$ cat src/rtl/traffic_pkg.sv
// Shared lamp codes, fault causes and monitor states for the traffic conflict monitor.
package traffic_pkg;

   localparam int unsigned LAMP_W = 3;
   localparam int unsigned FLT_W  = 3;

   typedef logic [LAMP_W-1:0] lamp_t;

   localparam lamp_t LAMP_GRN = 3'b001;
   localparam lamp_t LAMP_YEL = 3'b010;
   localparam lamp_t LAMP_RED = 3'b100;
   localparam lamp_t LAMP_OFF = 3'b000;

   // Four approaches bundled in driver order
   typedef struct packed {
      lamp_t n;
      lamp_t s;
      lamp_t e;
      lamp_t w;
   } lamps_t;

   localparam lamps_t ALL_RED = '{n: LAMP_RED, s: LAMP_RED, e: LAMP_RED, w: LAMP_RED};
   localparam lamps_t ALL_OFF = '{n: LAMP_OFF, s: LAMP_OFF, e: LAMP_OFF, w: LAMP_OFF};

   // Lower value wins when several causes appear in one cycle
   typedef enum logic [FLT_W-1:0] {
      FLT_NONE     = 3'd0,
      FLT_CONFLICT = 3'd1,
      FLT_INVALID  = 3'd2,
      FLT_TRANS    = 3'd3,
      FLT_SHORT_Y  = 3'd4
   } flt_e;

   typedef enum logic [1:0] {
      STARTUP = 2'd0,
      MONITOR = 2'd1,
      FAULT   = 2'd2
   } mon_state_e;

   // True for the three one-hot codes the controller may legally emit
   function automatic logic lamp_valid(input lamp_t c);
      return (c == LAMP_RED) || (c == LAMP_YEL) || (c == LAMP_GRN);
   endfunction

   // Holding a code, or stepping R->G, G->Y, Y->R, is the only legal sequence
   function automatic logic lamp_step_ok(input lamp_t p, input lamp_t c);
      return (p == c) ||
             ((p == LAMP_RED) && (c == LAMP_GRN)) ||
             ((p == LAMP_GRN) && (c == LAMP_YEL)) ||
             ((p == LAMP_YEL) && (c == LAMP_RED));
   endfunction

endpackage

$ cat src/rtl/approach_checker.sv
// Per-approach history tracking and lamp-sequence checks for one traffic approach.
module approach_checker
   import traffic_pkg::*;
#(
   parameter int unsigned MIN_Y = 4
) (
   input  logic  clk,
   input  logic  rst,
   input  lamp_t lamp,
   output logic  invalid_c,
   output logic  illegal_trans_c,
   output logic  short_yellow_c,
   output logic  not_red_c
);

   localparam int unsigned YW = $clog2(MIN_Y + 1);

   lamp_t          prev;
   logic [YW-1:0]  ycnt;

   // Track last lamp code and length of the current yellow, saturating at MIN_Y
   always_ff @(posedge clk or posedge rst) begin
      if (rst) begin
         prev <= LAMP_RED;
         ycnt <= YW'(MIN_Y);
      end else begin
         prev <= lamp;
         if (lamp == LAMP_YEL) begin
            if (prev != LAMP_YEL) begin
               ycnt <= YW'(1);
            end else if (ycnt < YW'(MIN_Y)) begin
               ycnt <= ycnt + YW'(1);
            end
         end
      end
   end

   // Raw per-approach flags; the top decides when they matter
   always_comb begin
      invalid_c       = ~lamp_valid(lamp);
      not_red_c       = (lamp != LAMP_RED);
      illegal_trans_c = ~lamp_step_ok(prev, lamp);
      short_yellow_c  = (prev == LAMP_YEL) && (lamp == LAMP_RED) && (ycnt < YW'(MIN_Y));
   end

endmodule

$ cat src/rtl/traffic_conflict_monitor.sv
// Safety monitor between the traffic light controller and the lamp drivers.
// Passes lamp codes through with one cycle of latency, and on any unsafe
// pattern latches the cause and flashes all approaches red until cleared.
// Optional: define TCM_FAULT_CNT_EN to add an 8-bit saturating fault_cnt output.
module traffic_conflict_monitor
   import traffic_pkg::*;
#(
   parameter int unsigned START_RED = 8,
   parameter int unsigned MIN_Y     = 4,
   parameter int unsigned FLASH_DIV = 4
) (
   input  logic        clk,
   input  logic        rst,
   input  logic [2:0]  n_in,
   input  logic [2:0]  s_in,
   input  logic [2:0]  e_in,
   input  logic [2:0]  w_in,
   input  logic        clr_fault,
   output logic [2:0]  n_out,
   output logic [2:0]  s_out,
   output logic [2:0]  e_out,
   output logic [2:0]  w_out,
   output logic        fault,
   output logic [2:0]  fault_code
`ifdef TCM_FAULT_CNT_EN
   ,
   output logic [7:0]  fault_cnt
`endif
);

   localparam int unsigned SW = $clog2(START_RED + 1);
   localparam int unsigned FW = $clog2(FLASH_DIV + 1);

   mon_state_e     state;
   logic [SW-1:0]  scnt;
   logic [FW-1:0]  fcnt;
   lamps_t         out_q;
   lamps_t         in_bus;

   logic [3:0]     inv;
   logic [3:0]     trans;
   logic [3:0]     shorty;
   logic [3:0]     nred;
   logic [2:0]     nred_cnt;
   logic           conflict_c;
   flt_e           det_c;
   logic           clr_ok_c;

   assign in_bus = {n_in, s_in, e_in, w_in};

   approach_checker #(.MIN_Y(MIN_Y)) u_chk_n (
      .clk(clk), .rst(rst), .lamp(n_in),
      .invalid_c(inv[3]), .illegal_trans_c(trans[3]),
      .short_yellow_c(shorty[3]), .not_red_c(nred[3])
   );

   approach_checker #(.MIN_Y(MIN_Y)) u_chk_s (
      .clk(clk), .rst(rst), .lamp(s_in),
      .invalid_c(inv[2]), .illegal_trans_c(trans[2]),
      .short_yellow_c(shorty[2]), .not_red_c(nred[2])
   );

   approach_checker #(.MIN_Y(MIN_Y)) u_chk_e (
      .clk(clk), .rst(rst), .lamp(e_in),
      .invalid_c(inv[1]), .illegal_trans_c(trans[1]),
      .short_yellow_c(shorty[1]), .not_red_c(nred[1])
   );

   approach_checker #(.MIN_Y(MIN_Y)) u_chk_w (
      .clk(clk), .rst(rst), .lamp(w_in),
      .invalid_c(inv[0]), .illegal_trans_c(trans[0]),
      .short_yellow_c(shorty[0]), .not_red_c(nred[0])
   );

   // Conflict reduction, prioritised fault cause (MONITOR only) and clear qualification
   always_comb begin
      nred_cnt   = 3'($countones(nred));
      conflict_c = (nred_cnt > 3'd1);
      det_c      = FLT_NONE;
      if (state == MONITOR) begin
         if (conflict_c) begin
            det_c = FLT_CONFLICT;
         end else if (|inv) begin
            det_c = FLT_INVALID;
         end else if (|trans) begin
            det_c = FLT_TRANS;
         end else if (|shorty) begin
            det_c = FLT_SHORT_Y;
         end
      end
      clr_ok_c = (state == FAULT) && clr_fault && ~(|inv) && (nred_cnt <= 3'd1);
   end

   // Monitor state machine with registered lamp outputs and fault flags
   always_ff @(posedge clk or posedge rst) begin
      if (rst) begin
         state      <= STARTUP;
         scnt       <= '0;
         fcnt       <= '0;
         out_q      <= ALL_RED;
         fault      <= 1'b0;
         fault_code <= FLT_NONE;
      end else begin
         case (state)
            STARTUP: begin
               if (scnt == SW'(START_RED - 1)) begin
                  state <= MONITOR;
                  out_q <= in_bus;
               end else begin
                  scnt  <= scnt + SW'(1);
                  out_q <= ALL_RED;
               end
            end
            MONITOR: begin
               if (det_c != FLT_NONE) begin
                  state      <= FAULT;
                  fault      <= 1'b1;
                  fault_code <= det_c;
                  fcnt       <= '0;
                  out_q      <= ALL_RED;
               end else begin
                  out_q <= in_bus;
               end
            end
            FAULT: begin
               if (clr_ok_c) begin
                  state      <= STARTUP;
                  fault      <= 1'b0;
                  fault_code <= FLT_NONE;
                  scnt       <= '0;
                  out_q      <= ALL_RED;
               end else if (fcnt == FW'(FLASH_DIV - 1)) begin
                  fcnt  <= '0;
                  out_q <= (out_q.n == LAMP_RED) ? ALL_OFF : ALL_RED;
               end else begin
                  fcnt <= fcnt + FW'(1);
               end
            end
            default: begin
               state <= STARTUP;
               scnt  <= '0;
               out_q <= ALL_RED;
            end
         endcase
      end
   end

   assign n_out = out_q.n;
   assign s_out = out_q.s;
   assign e_out = out_q.e;
   assign w_out = out_q.w;

`ifdef TCM_FAULT_CNT_EN
   // Saturating count of FAULT entries; survives fault clears, reset only by rst
   always_ff @(posedge clk or posedge rst) begin
      if (rst) begin
         fault_cnt <= 8'd0;
      end else if ((det_c != FLT_NONE) && (fault_cnt != 8'hFF)) begin
         fault_cnt <= fault_cnt + 8'd1;
      end
   end
`endif

endmodule

$ cat config.mk
export PLATFORM = sky130hd
export DESIGN_NAME = traffic_conflict_monitor
export DESIGN_NICKNAME = d
export VERILOG_FILES = /design/src/rtl/traffic_pkg.sv /design/src/rtl/approach_checker.sv /design/src/rtl/traffic_conflict_monitor.sv
export SDC_FILE = /design/constraint.sdc
export NUM_CORES = 1
export LEC_CHECK = 0
export CAP_MARGIN = 15
export CORE_ASPECT_RATIO = 1.5
export CORE_MARGIN = 4
export CORE_UTILIZATION = 56
export DETAILED_ROUTE_END_ITERATION = 16
export MAX_ROUTING_LAYER = met4
export PLACE_DENSITY = 0.85
export SYNTH_ARGS = -nofsm -noshare
export SYNTH_HDL_FRONTEND = slang
export SYNTH_HIERARCHICAL = 1
export SYNTH_SLANG_ARGS = --single-unit
export TNS_END_PERCENT = 1
$ cat constraint.sdc
create_clock -name clk -period 2.7 [get_ports clk]
set_input_delay 0.675 -clock clk [delete_from_list [all_inputs] [get_ports clk]]
set_output_delay 0.675 -clock clk [all_outputs]
set_load 0.02 [all_outputs]
==> impl_metrics.ini <==
[grt]
grt_remaining_overflow = 0
gr-usage-all-layers_pct = 25.3
grt_max_degree = 26
grt_first_pass_wirelength_um = 11700
grt_pass1_vias = 2551
antenna_found_initial = 0

[floorplan]
die-width_um = 65.5
io_pins = 31
dieHeight_um = 94.3
die_area_sq_um = 6180
num_rows = 31
fp.coreArea_sq_um = 4810
start_util_pct = 57.8

[route]
first_pass_iters = 4
drtAntennaViolNets = 0
vias = 2411
routed_wl_um = 7130
drtIter0Drc = 91
drc_errors = 0
wl_per_cell_um = 17.0
vias_per_cell = 5.75

[final_layout]
drive_gt1_share_pct = 31.7
antenna_cells = 0
areaGrowthSynthToFinish_pct = 31.5
nFillCells = 349
finalNetCount = 379

[clocking]
htree_levels = 2
cts_tree = built
cts.clk_slew.worst_paths_ns = 0.09
max-clock-path-buffers = 2
cts-root-buf = clkbuf_8
cts_made_buffers = 5
insertion_delay_ns = 0.30
cts_num_sinks = 49

[sta]
clock.fmax_mhz = 373
maxSlewHeadroom_pct = 61.1
setup_viol = 0
post-route-min-period_ns = 2.68
tightest_slew_ns = 0.583
finalHoldViolCount = 0
finalSetupTns_ns = 0
skew_ns = 0.00729
period_share_pct = 99.2
slew_viol_final = 0
rsz0062_at_grt = yes

[logic_synthesis]
syn_avg_cell_area_sq_um = 10.1
syn_area_sq_um = 2780
ys_warn_count = 6
synthDistinctLibCells = 43
syn_inst = 276
yosysSeqAreaShare_pct = 44.6
async_reset_ff_share_pct = 100
syn_nets = 303
synthFlopType = dfrtp_1
synth_edf_count = 0
ys_ff_latch = 49

[min_path]
hold_depth = 1
holdCritPathClass = flip-flop to flip-flop
hold_start = u_chk_w/ycnt[0]$_DFFE_PP0P_
holdPathEnd = u_chk_w/ycnt[0]$_DFFE_PP0P_

[pwr]
p_sw_uw = 940
p_int_uw = 1640
power_frac_clock_pct = 19.8
switching_share_pct = 36.5
irDropWorstVdd_mv = 0.678
leakage_uw = 0.00163
cellPowerDensity_nw_per_um2 = 705
combPwrFrac_pct = 42.1
pwr-share-seq_pct = 38.1
total_power_uw = 2580

[critical_path]
path_max_fanout = 5
reg2reg_to = fault$_DFFE_PP0P_
crit_type = input pin to flip-flop
ff2ff_path_depth = 10
cp.required_ns = 2.89
endpoint_kind = flip-flop
worstPathArrival_ns = 2.87
reg2reg_from = u_chk_s/prev[2]$_DFF_PP1_
startpoint_type = input pin
rrSetupSlack_ns = 0.36

[place]
port_buffers = 30
post-dp-hpwl_um = 5140
gp_congestion = 0.864

[run_status]
status = completed

[job]
drv_cap = 0
state kept, by name (all words and copies together) (netlist names):
| signal | cells |
|---|---|
| scnt | 4 |
| e_out | 3 |
| fault_code | 3 |
| fcnt | 3 |
| n_out | 3 |
| s_out | 3 |
| u_chk_e/prev | 3 |
| u_chk_e/ycnt | 3 |
| u_chk_n/prev | 3 |
| u_chk_n/ycnt | 3 |
| u_chk_s/prev | 3 |
| u_chk_s/ycnt | 3 |
| u_chk_w/prev | 3 |
| u_chk_w/ycnt | 3 |
| w_out | 3 |
| state | 2 |
| fault | 1 |
how the worst max path moves through the flow:
stage,endpoint,startpoint
6_report,fcnt[0]$_DFFE_PP0P_,w_in[0]
3_5_place_dp,w_out[2]$_DFFE_PP1P_,n_in[2]
5_1_grt,n_out[1]$_DFFE_PP0P_,e_in[2]
4_1_cts,w_out[2]$_DFFE_PP1P_,w_in[2]
3_3_place_gp,fault$_DFFE_PP0P_,n_in[2]
2_1_floorplan,w_out[2]$_DFFE_PP1P_,e_in[0]
stage by stage:
stage | hold WS, ns | cell area [sq um] | setup WS, ns | cells | util (%)
after floorplan | 0.457 | 2780 | 0.136 | 276 | -
after global placement | 0.465 | 3450 | -0.599 | 409 | 71.7
after detailed placement | 0.477 | 3450 | -0.644 | 409 | 71.7
after CTS | 0.489 | 3610 | -0.0143 | 417 | 75.1
after global routing | 0.508 | 3660 | -0.0466 | 419 | 76.0
final | 0.486 | 3660 | 0.0215 | 419 | 76.0
layout make-up:
type,instances,area (sq um),area share [%]
clock buffers,6,72.6,1.98
clock inverters,2,35.0,0.958
inverters,18,67.6,1.85
multi-input cells,205,1570,42.9
flip-flops and latches,49,1240,33.9
well taps,66,82.6,2.26
repair buffers,73,591,16.1
routing by layer:
layer / vias up / track usage [%] / wire length, um
met5: - / - / 0
met4: 0 / 10.4 / 294
met3: 27 / 4.19 / 272
met2: 74 / 46.4 / 4010
met1: 1176 / 26.3 / 2550
li1: 1134 / - / -
worst max-delay path, cell delays in order:
cell and delay, ns:
dlygate4sd2_1 0.28, or3b_4 0.16, inv_2 0.04, fa_1 0.61, nor2b_4 0.07, or4_4 0.54, nand2_1 0.12, a21oi_2 0.05
mux2_4 0.31
logic make-up (layout without fill, tap and decap cells):
kind of cell,Yosys count,count (layout),share of synthesized area (%)
buf+inv,22,99,3.19
compound gates,71,71,15.5
flops,49,49,44.6
mux,8,8,3.10
simple gates,98,98,22.9
xor+xnor,16,16,5.04
fa+ha+maj,12,12,5.67
what timing repair did:
action,4_1_cts,5_1_grt
hold buffers,0,0
pin swaps,5,12
buffers inserted,0,2
gates resized for setup,30,28
setup endpoints to repair,25,24
synthesized netlist by cell type, types with 2 or more instances:
library cell / number / share of area (%)
dfrtp_1: 37 / 33
nand2_1: 28 / 3.8
o21ai_0: 24 / 4.3
inv_1: 18 / 2.4
a21oi_1: 16 / 2.9
xor2_1: 16 / 5.0
nor2_1: 14 / 1.9
dfstp_2: 12 / 11
ha_1: 11 / 4.9
o21ai_1: 11 / 2.0
nor3b_2: 9 / 4.0
nand3_1: 7 / 1.3
mux2i_1: 6 / 2.2
a22o_1: 5 / 1.6
and2_1: 4 / 0.90
and4bb_2: 4 / 1.8
nand2b_1: 4 / 0.90
nor3_1: 4 / 0.72
nor4bb_1: 4 / 1.4
o311a_1: 4 / 1.4
or3b_1: 4 / 1.3
or3b_4: 4 / 1.6
nor4_1: 3 / 0.67
o31ai_1: 3 / 0.81
a32o_1: 2 / 0.72
buf_2: 2 / 0.36
nor2b_1: 2 / 0.45
o21a_1: 2 / 0.54
or4_4: 2 / 0.81
power groups by stage:
stage	Combinational, uW	Clock [uW]	Sequential, uW
6_report	1090	510	981
5_1_grt	1200	546	998
4_1_cts	1050	522	979
3_5_place_dp	1020	0	991
3_3_place_gp	979	0	982
2_1_floorplan	643	0	1010
cells in the final DEF (no fill, tap or decap), drive strengths merged, types with 5 or more instances in the layout:
cell	instances
nand2	29
xor2	16
mux2i	6
dfrtp	37
clkdlybuf4s50	18
or3b	8
inv	18
nor3b	10
ha	11
clkbuf	12
dlygate4sd2	5
a21oi	17
dfstp	12
buf	43
nand3	7
nor2	14
a22o	5
o21ai	35
Power figures use the tool's default switching activity.
